<file path="src/rtl/fp32div_if.sv">
// Operand/result handshake bundle for the iterative fp32 divider.
// The master drives operands and the start strobe; the divider returns the result and status.
interface fp32div_if;
    logic [31:0] x1;
    logic [31:0] x2;
    logic        en;
    logic [31:0] y;
    logic        ready;
    logic        busy;

    modport master (output x1, x2, en, input y, ready, busy);
    modport slave  (input x1, x2, en, output y, ready, busy);
endinterface

</file>
<file path="src/rtl/fp32div.sv">
// Iterative binary32 divider: restoring mantissa division, one quotient bit per clock,
// then a single normalise/pack cycle. Truncating, no denormal output, fixed 26-clock latency.
module fp32div #(
    parameter logic [31:0] NAN_VALUE = 32'h7FC00000
) (
    input  logic     clk,
    input  logic     rst,
    fp32div_if.slave bus
);
    localparam int ITER = 25;

    localparam logic [1:0] IDLE = 2'd0;
    localparam logic [1:0] DIV  = 2'd1;
    localparam logic [1:0] NORM = 2'd2;

    logic [1:0]  state;
    logic        sign;
    logic [7:0]  e1, e2;
    logic [24:0] rem;
    logic [23:0] d;
    logic [24:0] q;
    logic [4:0]  cnt;
    logic        nan_f, dz_f, z_f;
    logic [31:0] y_r;
    logic        ready_r, busy_r;

    // Restoring step: remainder stays below 2*d, so 25 bits hold the shifted value.
    logic        rem_ge;
    logic [24:0] rem_sub;
    assign rem_ge  = rem >= {1'b0, d};
    assign rem_sub = rem - {1'b0, d};

    logic signed [9:0] expw, exp_n;
    logic [22:0]       frac;
    logic [31:0]       result;

    always_comb begin
        expw  = $signed({2'b00, e1}) - $signed({2'b00, e2}) + 10'sd127;
        exp_n = q[24] ? expw : expw - 10'sd1;
        frac  = q[24] ? q[23:1] : q[22:0];
        result = {sign, exp_n[7:0], frac};
        if (exp_n >= 10'sd255)
            result = {sign, 8'hFF, 23'h0};
        else if (exp_n <= 10'sd0)
            result = {sign, 31'h0};
        // Special operands take precedence over the computed quotient.
        if (nan_f)
            result = NAN_VALUE;
        else if (dz_f)
            result = {sign, 8'hFF, 23'h0};
        else if (z_f)
            result = {sign, 31'h0};
    end

    // NOTE: all state updates here use non-blocking assignments so every register
    // samples the pre-edge values, avoiding order-dependent simulation races.
    always_ff @(posedge clk) begin
        if (rst) begin
            state   <= IDLE;
            sign    <= 1'b0;
            e1      <= 8'h0;
            e2      <= 8'h0;
            rem     <= 25'h0;
            d       <= 24'h0;
            q       <= 25'h0;
            cnt     <= 5'h0;
            nan_f   <= 1'b0;
            dz_f    <= 1'b0;
            z_f     <= 1'b0;
            y_r     <= 32'h0;
            ready_r <= 1'b0;
            busy_r  <= 1'b0;
        end else begin
            ready_r <= 1'b0;
            case (state)
                IDLE: begin
                    if (bus.en) begin
                        sign   <= bus.x1[31] ^ bus.x2[31];
                        e1     <= bus.x1[30:23];
                        e2     <= bus.x2[30:23];
                        rem    <= {2'b01, bus.x1[22:0]};
                        d      <= {1'b1, bus.x2[22:0]};
                        q      <= 25'h0;
                        cnt    <= 5'h0;
                        nan_f  <= (bus.x1[30:23] == 8'hFF) || (bus.x2[30:23] == 8'hFF);
                        dz_f   <= bus.x2[30:23] == 8'h00;
                        z_f    <= bus.x1[30:23] == 8'h00;
                        busy_r <= 1'b1;
                        state  <= DIV;
                    end
                end
                DIV: begin
                    if (rem_ge) begin
                        q   <= {q[23:0], 1'b1};
                        rem <= {rem_sub[23:0], 1'b0};
                    end else begin
                        q   <= {q[23:0], 1'b0};
                        rem <= {rem[23:0], 1'b0};
                    end
                    cnt <= cnt + 5'd1;
                    if (cnt == 5'(ITER - 1))
                        state <= NORM;
                end
                NORM: begin
                    y_r     <= result;
                    ready_r <= 1'b1;
                    busy_r  <= 1'b0;
                    state   <= IDLE;
                end
                default: state <= IDLE;
            endcase
        end
    end

    assign bus.y     = y_r;
    assign bus.ready = ready_r;
    assign bus.busy  = busy_r;
endmodule

</file>
<file path="src/flat_wrapper.sv">
// flat-port wrapper written by rule: the top's interface ports become plain ports
module fp32div_flat 
#(
    parameter logic [31:0] NAN_VALUE = 32'h7FC00000
)
  (clk, rst, bus_x1, bus_x2, bus_en, bus_y, bus_ready, bus_busy);
  fp32div_if bus_i ();
  input  logic clk;
  input  logic rst;
  input wire logic [$bits(bus_i.x1)-1:0] bus_x1;
  input wire logic [$bits(bus_i.x2)-1:0] bus_x2;
  input wire logic [$bits(bus_i.en)-1:0] bus_en;
  output wire logic [$bits(bus_i.y)-1:0] bus_y;
  output wire logic [$bits(bus_i.ready)-1:0] bus_ready;
  output wire logic [$bits(bus_i.busy)-1:0] bus_busy;
  assign bus_i.x1 = bus_x1;
  assign bus_i.x2 = bus_x2;
  assign bus_i.en = bus_en;
  assign bus_y = bus_i.y;
  assign bus_ready = bus_i.ready;
  assign bus_busy = bus_i.busy;
  fp32div #(.NAN_VALUE(NAN_VALUE)) u_core (.clk(clk), .rst(rst), .bus(bus_i));
endmodule
</file>
<file path="config.mk">
export PLATFORM = sky130hd
export DESIGN_NAME = fp32div_flat
export DESIGN_NICKNAME = d
export VERILOG_FILES = /design/src/rtl/fp32div_if.sv /design/src/rtl/fp32div.sv /design/src/flat_wrapper.sv
export SDC_FILE = /design/constraint.sdc
export NUM_CORES = 1
export LEC_CHECK = 0
export ABC_AREA = 1
export BUFFER_PORTS_ARGS = -buffer_cell sky130_fd_sc_hd__buf_2
export CORE_MARGIN = 2
export CORE_UTILIZATION = 43
export DETAILED_ROUTE_END_ITERATION = 6
export GPL_TIMING_DRIVEN = 0
export PLACE_DENSITY = 0.61
export RECOVER_POWER = 25
export SLEW_MARGIN = 20
export SYNTH_ARGS = -nofsm -noshare
export SYNTH_HDL_FRONTEND = slang
export SYNTH_SLANG_ARGS = --single-unit
</file>
<file path="constraint.sdc">
create_clock -name clk -period 4.2 [get_ports clk]
set_input_delay 0.21 -clock clk [delete_from_list [all_inputs] [get_ports clk]]
set_output_delay 0.21 -clock clk [all_outputs]
set_load 0.02 [all_outputs]
</file>
## Yosys cells after proc, flatten, opt, wreduce, memory -nomap -nowiden

Index checks and enable logic that the tools add are counted.
W data, S select, Z words.

- Bits in registers: 135
- Output and inout bits: 34

- $add $sub $neg: 5
- Magnitude comparators: 3
- Equal/unequal tests: 7
- Muxes and demuxes: 21
- Bitwise logic cells: 1
- Reduce and logical (&&, ||, !) cells: 10

Operators by type and width:

| operator | count |
|---|---|
| $mux W31 | 4 |
| $pmux W25 S2 | 2 |
| $mux W25 | 3 |
| $mux W32 | 1 |
| $ge A25 B24 Y1 | 1 |
| $sub A24 B24 Y24 | 1 |
| $mux W23 | 1 |
| $eq A8 B8 Y1 const B | 2 |
| $logic_not A8 Y1 | 2 |
| $add A10 B8 Y10 const B | 1 |
| $ge A10 B9 Y1 const B | 1 |
| $le A10 B1 Y1 const B | 1 |
| $mux W10 | 1 |
| $pmux W5 S2 | 1 |
| $sub A10 B2 Y10 const B | 1 |
| $sub A8 B8 Y9 | 1 |
| $reduce_and A2 Y1 | 4 |
| $add A5 B1 Y5 const B | 1 |
| $eq A5 B5 Y1 const B | 1 |
| $mux W5 | 1 |
| $mux W2 | 2 |
| $pmux W2 S2 | 1 |
| $reduce_bool A2 Y1 | 2 |
| $mux W1 | 3 |
| 8 further kinds | 8 |

## Depth between registers and ports, before layout

Gate-level depths: netlist of run 1.

- Word-level depth: 10
- Gate-level depth with buffers: 24
- Mapped depth without buffers: 23

## Worst setup path before layout of run 1

OpenSTA, ideal clock, no wires.

- Path type: register to register
- Start point: register u_core.e1[0]
- End point: register u_core.y_r[15], in the netlist u_core.bus.y[15]
- Arrival: 2.782 ns
- Required time: 4.061 ns
- Slack: 1.279 ns
- Cell stages (with the launch flop): 25
- Path buffers: 2
- Cells stage by stage: dfxtp_1 -> inv_1 -> ha_1 -> inv_1 -> fa_1 -> inv_1 -> ha_1 -> inv_1 -> a21oi_2 -> nand3_2 -> nor2_2 -> nand2_1 -> nand2_1 -> nand2_2 -> inv_2 -> nand2_1 -> nand2_1 -> nand2_1 -> nor2_1 -> nand2_2 -> and2_1 -> buf_6 -> buf_8 -> nand3_2 -> a21oi_2

- Word-level cells in the longest chain between the ends: 10
- Elaborated cells between the ends (all ways): 11
- Those cells by class: 3 x add/sub; 2 x order compare; 6 x mux

RTL lines:

| element | RTL line | source |
|---|---|---|
| start, declared | fp32div.sv:18 | `logic [7:0] e1, e2;` |
| start signal, assigned | fp32div.sv:79 | `e1 <= bus.x1[30:23];` |
| $sub A8 B8 Y9 (*) | fp32div.sv:38 | `expw = $signed({2'b00, e1}) - $signed({2'b00, e2}) + 10'sd127;` |
| $add A10 B8 Y10 (*) | fp32div.sv:38 |  |
| $sub A10 B2 Y10 | fp32div.sv:39 | `exp_n = q[24] ? expw : expw - 10'sd1;` |
| $mux W10 (*) | fp32div.sv:39 |  |
| $le A10 B1 Y1 | fp32div.sv:44 | `else if (exp_n <= 10'sd0)` |
| $mux W31 | fp32div.sv:44 |  |
| $mux W31 (*) | fp32div.sv:42 | `if (exp_n >= 10'sd255)` |
| $mux W31 (*) | fp32div.sv:51 | `else if (z_f)` |
| $mux W31 (*) | fp32div.sv:49 | `else if (dz_f)` |
| $mux W32 (*) | fp32div.sv:47 | `if (nan_f)` |
| end signal, assigned | fp32div.sv:105 | `y_r <= result;` |
| end, declared | fp32div.sv:24 | `logic [31:0] y_r;` |

Every way passes the cells marked *; elsewhere a longest branch is shown, timed or not.
A chain may end at the register's enable or synchronous reset.

## Worst setup path in the final report of run 1

- Start point: register u_core.e1[0]
- End point: register u_core.y_r[1], in the netlist u_core.bus.y[1]

Same word-level chain as after synthesis.

==> results of run 1 <==
worst register-to-register path, delay by kind of cell (launching register included):
| kind | cells | cell delay (ns) |
|---|---|---|
| AOI/OAI and AO/OA | 3 | 0.38 |
| buffers and inverters | 6 | 0.73 |
| DFF | 1 | 0.30 |
| adders and majority gates | 3 | 0.77 |
| and+or+nand+nor | 9 | 1.02 |
cell families after synthesis:
| family | Yosys count | synth area share [%] |
|---|---|---|
| compound gates | 334 | 25.1 |
| simple gates | 389 | 22.3 |
| xor+xnor | 24 | 2.62 |
| fa+ha+maj | 38 | 6.12 |
| flops | 135 | 33.7 |
| buf+inv | 204 | 10.1 |
cell type report:
class | count | area share [%]
buffer | 58 | 2.78
clock buffer | 20 | 4.90
clock inverter | 11 | 1.31
inverter | 146 | 5.88
multi-input combinational | 785 | 48.2
sequential | 135 | 29.0
tap | 229 | 3.07
timing repair buffer | 99 | 4.86
Yosys cell counts, types with 2 or more instances:
cell type | n | area [sq um]
nand2_1 | 179 | 672
inv_1 | 141 | 529
dfxtp_1 | 135 | 2700
o21ai_0 | 123 | 616
a21oi_1 | 106 | 531
nor2_1 | 93 | 349
nand3_1 | 53 | 265
clkbuf_1 | 48 | 180
ha_1 | 36 | 450
a211oi_1 | 26 | 195
nand3_2 | 24 | 240
o32ai_1 | 23 | 201
a21oi_2 | 21 | 184
xnor2_1 | 13 | 114
xor2_1 | 11 | 96.3
nand4_1 | 10 | 62.6
nand2_2 | 9 | 56.3
o211ai_1 | 9 | 67.6
nor3_1 | 7 | 35.0
a21o_1 | 4 | 30.0
a31oi_1 | 4 | 25.0
buf_1 | 4 | 15.0
nor4_1 | 4 | 25.0
clkinv_1 | 3 | 11.3
nor2_2 | 3 | 18.8
o21a_1 | 3 | 22.5
o311ai_0 | 3 | 26.3
a21oi_4 | 2 | 32.5
a221oi_1 | 2 | 17.5
and2_1 | 2 | 12.5
buf_2 | 2 | 10.0
fa_1 | 2 | 40.0
inv_2 | 2 | 7.51
o21bai_1 | 2 | 15.0
o221ai_1 | 2 | 17.5
or2_2 | 2 | 12.5
metal layers:
layer | vias up | GRT usage, % | routed length (um)
li1 | 4036 | - | -
met2 | 202 | 37.6 | 10100
met5 | - | 0 | 0
met3 | 17 | 3.83 | 1190
met1 | 3613 | 33.6 | 11300
met4 | 0 | 7.05 | 258
state kept, by name, indices dropped and copies added (netlist names):
signal,count
u_core.bus.busy,1
u_core.z_f,1
u_core.nan_f,1
u_core.bus.y,32
u_core.sign,1
u_core.e2,8
u_core.cnt,5
u_core.state,2
u_core.rem,25
u_core.q,25
u_core.e1,8
u_core.bus.ready,1
u_core.dz_f,1
u_core.d,24
power by group through the flow:
stage	clock [uW]	sequential [uW]	combinational, uW
5_1_grt	1570	1400	1640
2_1_floorplan	0	1400	1090
4_1_cts	1520	1390	1430
3_3_place_gp	0	1410	1410
3_5_place_dp	0	1410	1420
6_report	1500	1390	1440
metrics by stage:
stage | hold WS [ns] | power (uW) | util, %
detailed placement | 0.454 | 2840 | 48.4
global placement | 0.451 | 2830 | 48.4
finish | 0.0231 | 4330 | 51.4
floorplan | 0.345 | 2490 | -
global route | 0.0235 | 4600 | 51.4
CTS | 0.0156 | 4340 | 51.6
path summary, 6_finish.rpt:
kind / to / slack, ns / cells past startpoint
worst min register to register: u_core.e2[2] / 0.46 / 2
worst min-delay path: u_core.rem[0] / 0.02 / 3
worst max-delay path: u_core.bus.y[1] / 0.93 / 21
worst max register to register: u_core.bus.y[1] / 0.93 / 21
==> run metrics, run 1 <==
HP Class=primary input to flip-flop; switching power=roughly 1600 uW; CP Capture Type=flip-flop; most frequent cells in the layout=nand2_1, inv_1, dfxtp_1; fin area=9330 sq um; clk_skew=between 0.01 and 0.015 ns; DIE WIDTH=140 um; first-pass GRT wire length=between 30000 and 40000 um; fillers=~1900; Seq/Total Area, Yosys=between 30 and 40%; crit share post-route=77.8%; Net Count, Synth=roughly 1200; final worst path period need=3.27 ns; min-delay src=bus_x1[0]; Final ANT Viol Nets=0; Clock transition at path regs=around 0.060 ns; Mapped Cells=1124; Layout area overhead=16.5%; setup bufs post-CTS=0; most common cell after layout, fill and taps aside=nand2_1; Fmax=between 300 and 400 MHz; Worst Path Required=between 4 and 5 ns; Max Cap Viol=0; IO buf count=99; WL per Instance=15.4 um; routed wire length=between 20000 and 25000 um; layout cell share with drive strength beyond 1=a little over an eighth; Final Setup Violations=0; number of DRC markers in iteration 0=460; non-filler cells, final=1483; Antenna Cells=0; Via density=around 5.3; CTS root buffer=clkbuf_16; routed vias=just under 8000; worst-path maximum fanout=10; CTS Sinks=approximately 140; TritonCTS clock tree=built; power share of the clock group=34.6%; Top delay family on crit path=simple AND/OR/NAND/NOR gates; Cell Area, Synth=around 8000 sq um; Sw Share=36.7%; internal power=2740 uW; IO Pins=about 100; DRC violation count after routing=0; vias in the first global route=7483; critical path startpoint=u_core.e1[0]; Placed Area=a little under 9000 sq um; Final Max Slew Viols=0; peak supply drop=~0.00033 V; PwrDens=around 460 nW/um^2; largest net degree at the start of global routing=17; async set or reset register ratio after synthesis=0%; area of the multi-input gates=between 4000 and 5000 sq um; Pre-Repair DR Iteration Count=5; Post-synth EDFFs=0; cts hold-fix bufs=0; crit path cell chain=inv_1 > ha_1 > inv_1 > fa_1 > inv_1 > ha_1 > inv_1 > a21oi_2 > nand3_2 > nor2_2 > nand2_1 > nand2_1 > nand2_2 > inv_2 > nand3_2 > nor2_1 > a21oi_4 > nand2_1 > buf_2 > nand3_2 > a21oi_2; Max Root-Sink Buffers=2; Comb power frac=between 30% and 40%; CP dominant cell by count=inv_1; status=finished clean; PostCTS Resize Cnt=0; Congestion Overflow GR=0; # nets final=about 1300; setup TNS=0 ns; slack of the critical path=roughly 0.93 ns; fraction of power consumed by sequential logic=~32%; DP Worst Slack=approximately 0.92 ns; actual slew at the worst max-slew pin=0.777 ns; core area=roughly 18000 sq um; htree depth=4; slowest CP cell=fa_1; slowest cell delay on critical path=around 0.42 ns; row count=49; placed insts=between 1000 and 1500; Synthesis Warnings=0; later-pin clock latency in the skew report=0.44 ns; R2R Path Start=u_core.e1[0]; Final Wtd Congestion=0.918; WP data arrival=3.63 ns; Static Leak=roughly 0.0038 uW; RSZ-0062 raised after global routing=no; Setup CP Type=flip-flop to flip-flop; All-Layer GR Usage=a little under a quarter; Buffers & Inverters on Critical Path=6; Max transition margin=a little under half; die area=between 15000 and 20000 sq um; Num CTS Buffers=17; register area=approximately 2700 sq um; CP startpoint kind=flip-flop; flops & latches, synth=135; antenna violations before repair=0; Mean Syn Cell Area=just over 7 sq um; Starting Density=~44%; Die Span Y=roughly 140 um; Fin. Hold Viols=0; Top FF cell, synth=dfxtp_1; HPWL Detailed=around 17000 um; synth unique cells=47
Power figures use the tool's default switching activity.
==> inputs of run 2 (changes only) <==
--- a/config.mk
+++ b/config.mk
@@ -11,7 +11,7 @@
 export CORE_UTILIZATION = 43
 export DETAILED_ROUTE_END_ITERATION = 6
 export GPL_TIMING_DRIVEN = 0
-export PLACE_DENSITY = 0.61
+export PLACE_DENSITY = 0.64
 export RECOVER_POWER = 25
 export SLEW_MARGIN = 20
 export SYNTH_ARGS = -nofsm -noshare
==> constraint.sdc (replaced) <==
create_clock -name clk -period 2.9 [get_ports clk]
set_input_delay 0.145 -clock clk [delete_from_list [all_inputs] [get_ports clk]]
set_output_delay 0.145 -clock clk [all_outputs]
set_load 0.02 [all_outputs]
==> run 2 against run 1 <==
  * The flow now finishes with violations (hold timing, setup timing)
  * Design area up 7.2%
  * Global-route usage down 0.060 points
  * Sequential power grew 45%
==> run metrics, run 2 (synthesis gave the netlist of run 1 again) <==
status=finished with violations; violated checks=hold timing, setup timing; Final Hold Slack=-0.00199 ns (-0.0251 ns); Clock transition at path regs=0.06 ns (about the same); vias in the first global route=7715 (+3.1%); switching power=2460 uW (+55%); power share of the clock group=36.5% (+1.9 points); Sw Share=35.3% (-1.3 points); Max Root-Sink Buffers=2 (unchanged); most frequent cells in the layout=nand2_1, inv_1, dfxtp_1; fraction of power consumed by sequential logic=28.9% (-3.2 points); TritonCTS clock tree=built; Static Leak=0.00406 uW (+6.4%); Via density=5.35 (+0.78%); DIE WIDTH=140 um (unchanged); Fmax=326 MHz (+6.5%); Final Wtd Congestion=0.933 (+1.6%); Pre-Repair DR Iteration Count=5 (unchanged); Fin. Hold Viols=1 (+1); fillers=1785 (-5.1%); Final ANT Viol Nets=0 (unchanged); FF-to-FF path depth=22 (+4.8%); layout cell share with drive strength beyond 1=17.5% (+4.2 points); Max transition margin=51.3% (+3.3 points); Hold Path Depth=3 (unchanged); Starting Density=44.1% (unchanged); crit share post-route=106% (+28 points); All-Layer GR Usage=23.7% (-0.060 points); internal power=4500 uW (+64%); final worst path period need=3.07 ns (-0.201 ns); CTS root buffer=clkbuf_16; htree depth=4 (unchanged); Largest register FFs=32 (unchanged); WL per Instance=15.4 um (+0.14%); Setup CP Type=flip-flop to flip-flop; Placed Area=8810 sq um (+0.20%); most common cell after layout, fill and taps aside=nand2_1; routed vias=8111 (+3.1%); row count=49 (unchanged); Final Max Slew Viols=0 (unchanged); number of DRC markers in iteration 0=499 (+8.5%); Max Cap Viol=0 (unchanged); HPWL Detailed=17200 um (-1.0%); largest net degree at the start of global routing=17 (unchanged); placed insts=1452 (unchanged); CTS Sinks=135 (unchanged); worst-path maximum fanout=7 (-3); Num CTS Buffers=17 (unchanged); total power=6970 uW (+61%); fin area=10000 sq um (+7.2%); Antenna Cells=0 (unchanged); clk_skew=0.0130 ns (+0.00194 ns); Die Span Y=140 um (unchanged); Worst Path Required=3.19 ns (-1.38 ns); RSZ-0062 raised after global routing=yes; core area=18100 sq um (unchanged); Final Util=55.1% (+3.7 points); IO buf count=99 (unchanged); Layout area overhead=24.9%; peak supply drop=0.000438 V (+31%); PwrDens=696 nW/um^2 (+50%); slack of the critical path=-0.166 ns (-1.10 ns); DRC violation count after routing=0 (unchanged); Final Setup Violations=31 (+31); CP startpoint kind=flip-flop; non-filler cells, final=1517 (+2.3%); CP Capture Type=flip-flop; die area=19700 sq um (unchanged); IO Pins=101 (unchanged); Congestion Overflow GR=0 (unchanged); WP data arrival=3.36 ns (-0.27 ns); first-pass GRT wire length=37600 um (-0.58%); actual slew at the worst max-slew pin=0.730 ns (-0.0471 ns); antenna violations before repair=0 (unchanged); Comb power frac=34.6% (+1.2 points); # nets final=1380 (+2.4%); routed wire length=23400 um (+2.4%); HP Class=primary input to flip-flop; later-pin clock latency in the skew report=0.44 ns (about the same)
==> run 2: cell count changes in the layout (fill, tap and decap cells not counted), sizes merged <==
cell,change
buf,+12
bufinv,+4
clkinv,-4
clkinvlp,-1
dlygate4sd3,+20
inv,+3
==> run 2: worst paths after layout <==
kind / from / to / slack [ns]
worst max-delay path: u_core.e1[0] / u_core.bus.y[0] / -0.17
worst min-delay path: bus_x2[12] / u_core.d[12] / -0.002
worst max register to register: u_core.e1[0] / u_core.bus.y[0] / -0.17
worst min register to register: u_core.e2[2] / u_core.e2[2] / 0.46
==> run 2: power groups by stage <==
stage / Combinational, uW / Clock (uW) / Sequential [uW]
final: 2410 / 2540 / 2010
after global routing: 2680 / 2640 / 2020
after global placement: 2050 / 0 / 2050
after detailed placement: 2070 / 0 / 2050
after floorplan: 1590 / 0 / 2030
after CTS: 2170 / 2560 / 2010
==> run 2: worst max-delay path: stages, from the launching register on <==
cell,delay [ns]
dfxtp_2,0.32
inv_2,0.04
ha_4,0.15
inv_4,0.05
fa_2,0.44
inv_4,0.10
nand2_1,0.09
a21oi_4,0.17
nand3_4,0.11
buf_4,0.16
nand3_2,0.09
buf_4,0.11
nand2_1,0.06
nor2_1,0.09
nand2_1,0.05
nor2_1,0.14
nand2_2,0.08
nor2_2,0.11
nand2_2,0.07
and2_4,0.20
clkbuf_16,0.18
nand3_2,0.06
a21oi_2,0.05
==> run 2: layer usage <==
| layer | track usage [%] | vias to the layer above | share of wire (%) |
|---|---|---|---|
| met5 | 0 | - | 0 |
| met4 | 6.42 | 0 | 1.3 |
| met3 | 4.89 | 30 | 4.8 |
| met2 | 39.1 | 199 | 46 |
| met1 | 31.7 | 3767 | 48 |
| li1 | - | 4115 | - |
==> run 2: area by class of cell <==
cell class	count	area, sq um	area share [%]
inverters	146	558	5.58
plain buffers	57	278	2.78
repair buffers	133	793	7.93
well taps	229	287	2.86
clock inverters	13	238	2.38
clock buffers	19	443	4.43
multi-input cells	785	4700	47.0
flip-flops and latches	135	2710	27.0
==> run 2: metrics by stage <==
| step | setup TNS [ns] | setup WS [ns] | hold slack (ns) |
|---|---|---|---|
| 2_1_floorplan | -0.00657 | -0.00110 | 0.280 |
| 3_3_place_gp | -6.56 | -0.247 | 0.404 |
| 3_5_place_dp | -7.78 | -0.299 | 0.416 |
| 4_1_cts | -2.64 | -0.115 | 0.000282 |
| 5_1_grt | -8.67 | -0.317 | 0.0198 |
| 6_report | -3.37 | -0.166 | -0.00199 |
==> run 2: repair_timing <==
item | 4_1_cts | 5_1_grt
setup buffers | 5 | 8
cloned | 0 | 2
hold endpoints to repair | 20 | 0
setup endpoints to repair | 33 | 53
gates resized for setup | 17 | 53
pin swaps | 12 | 24
hold buffers | 20 | 0
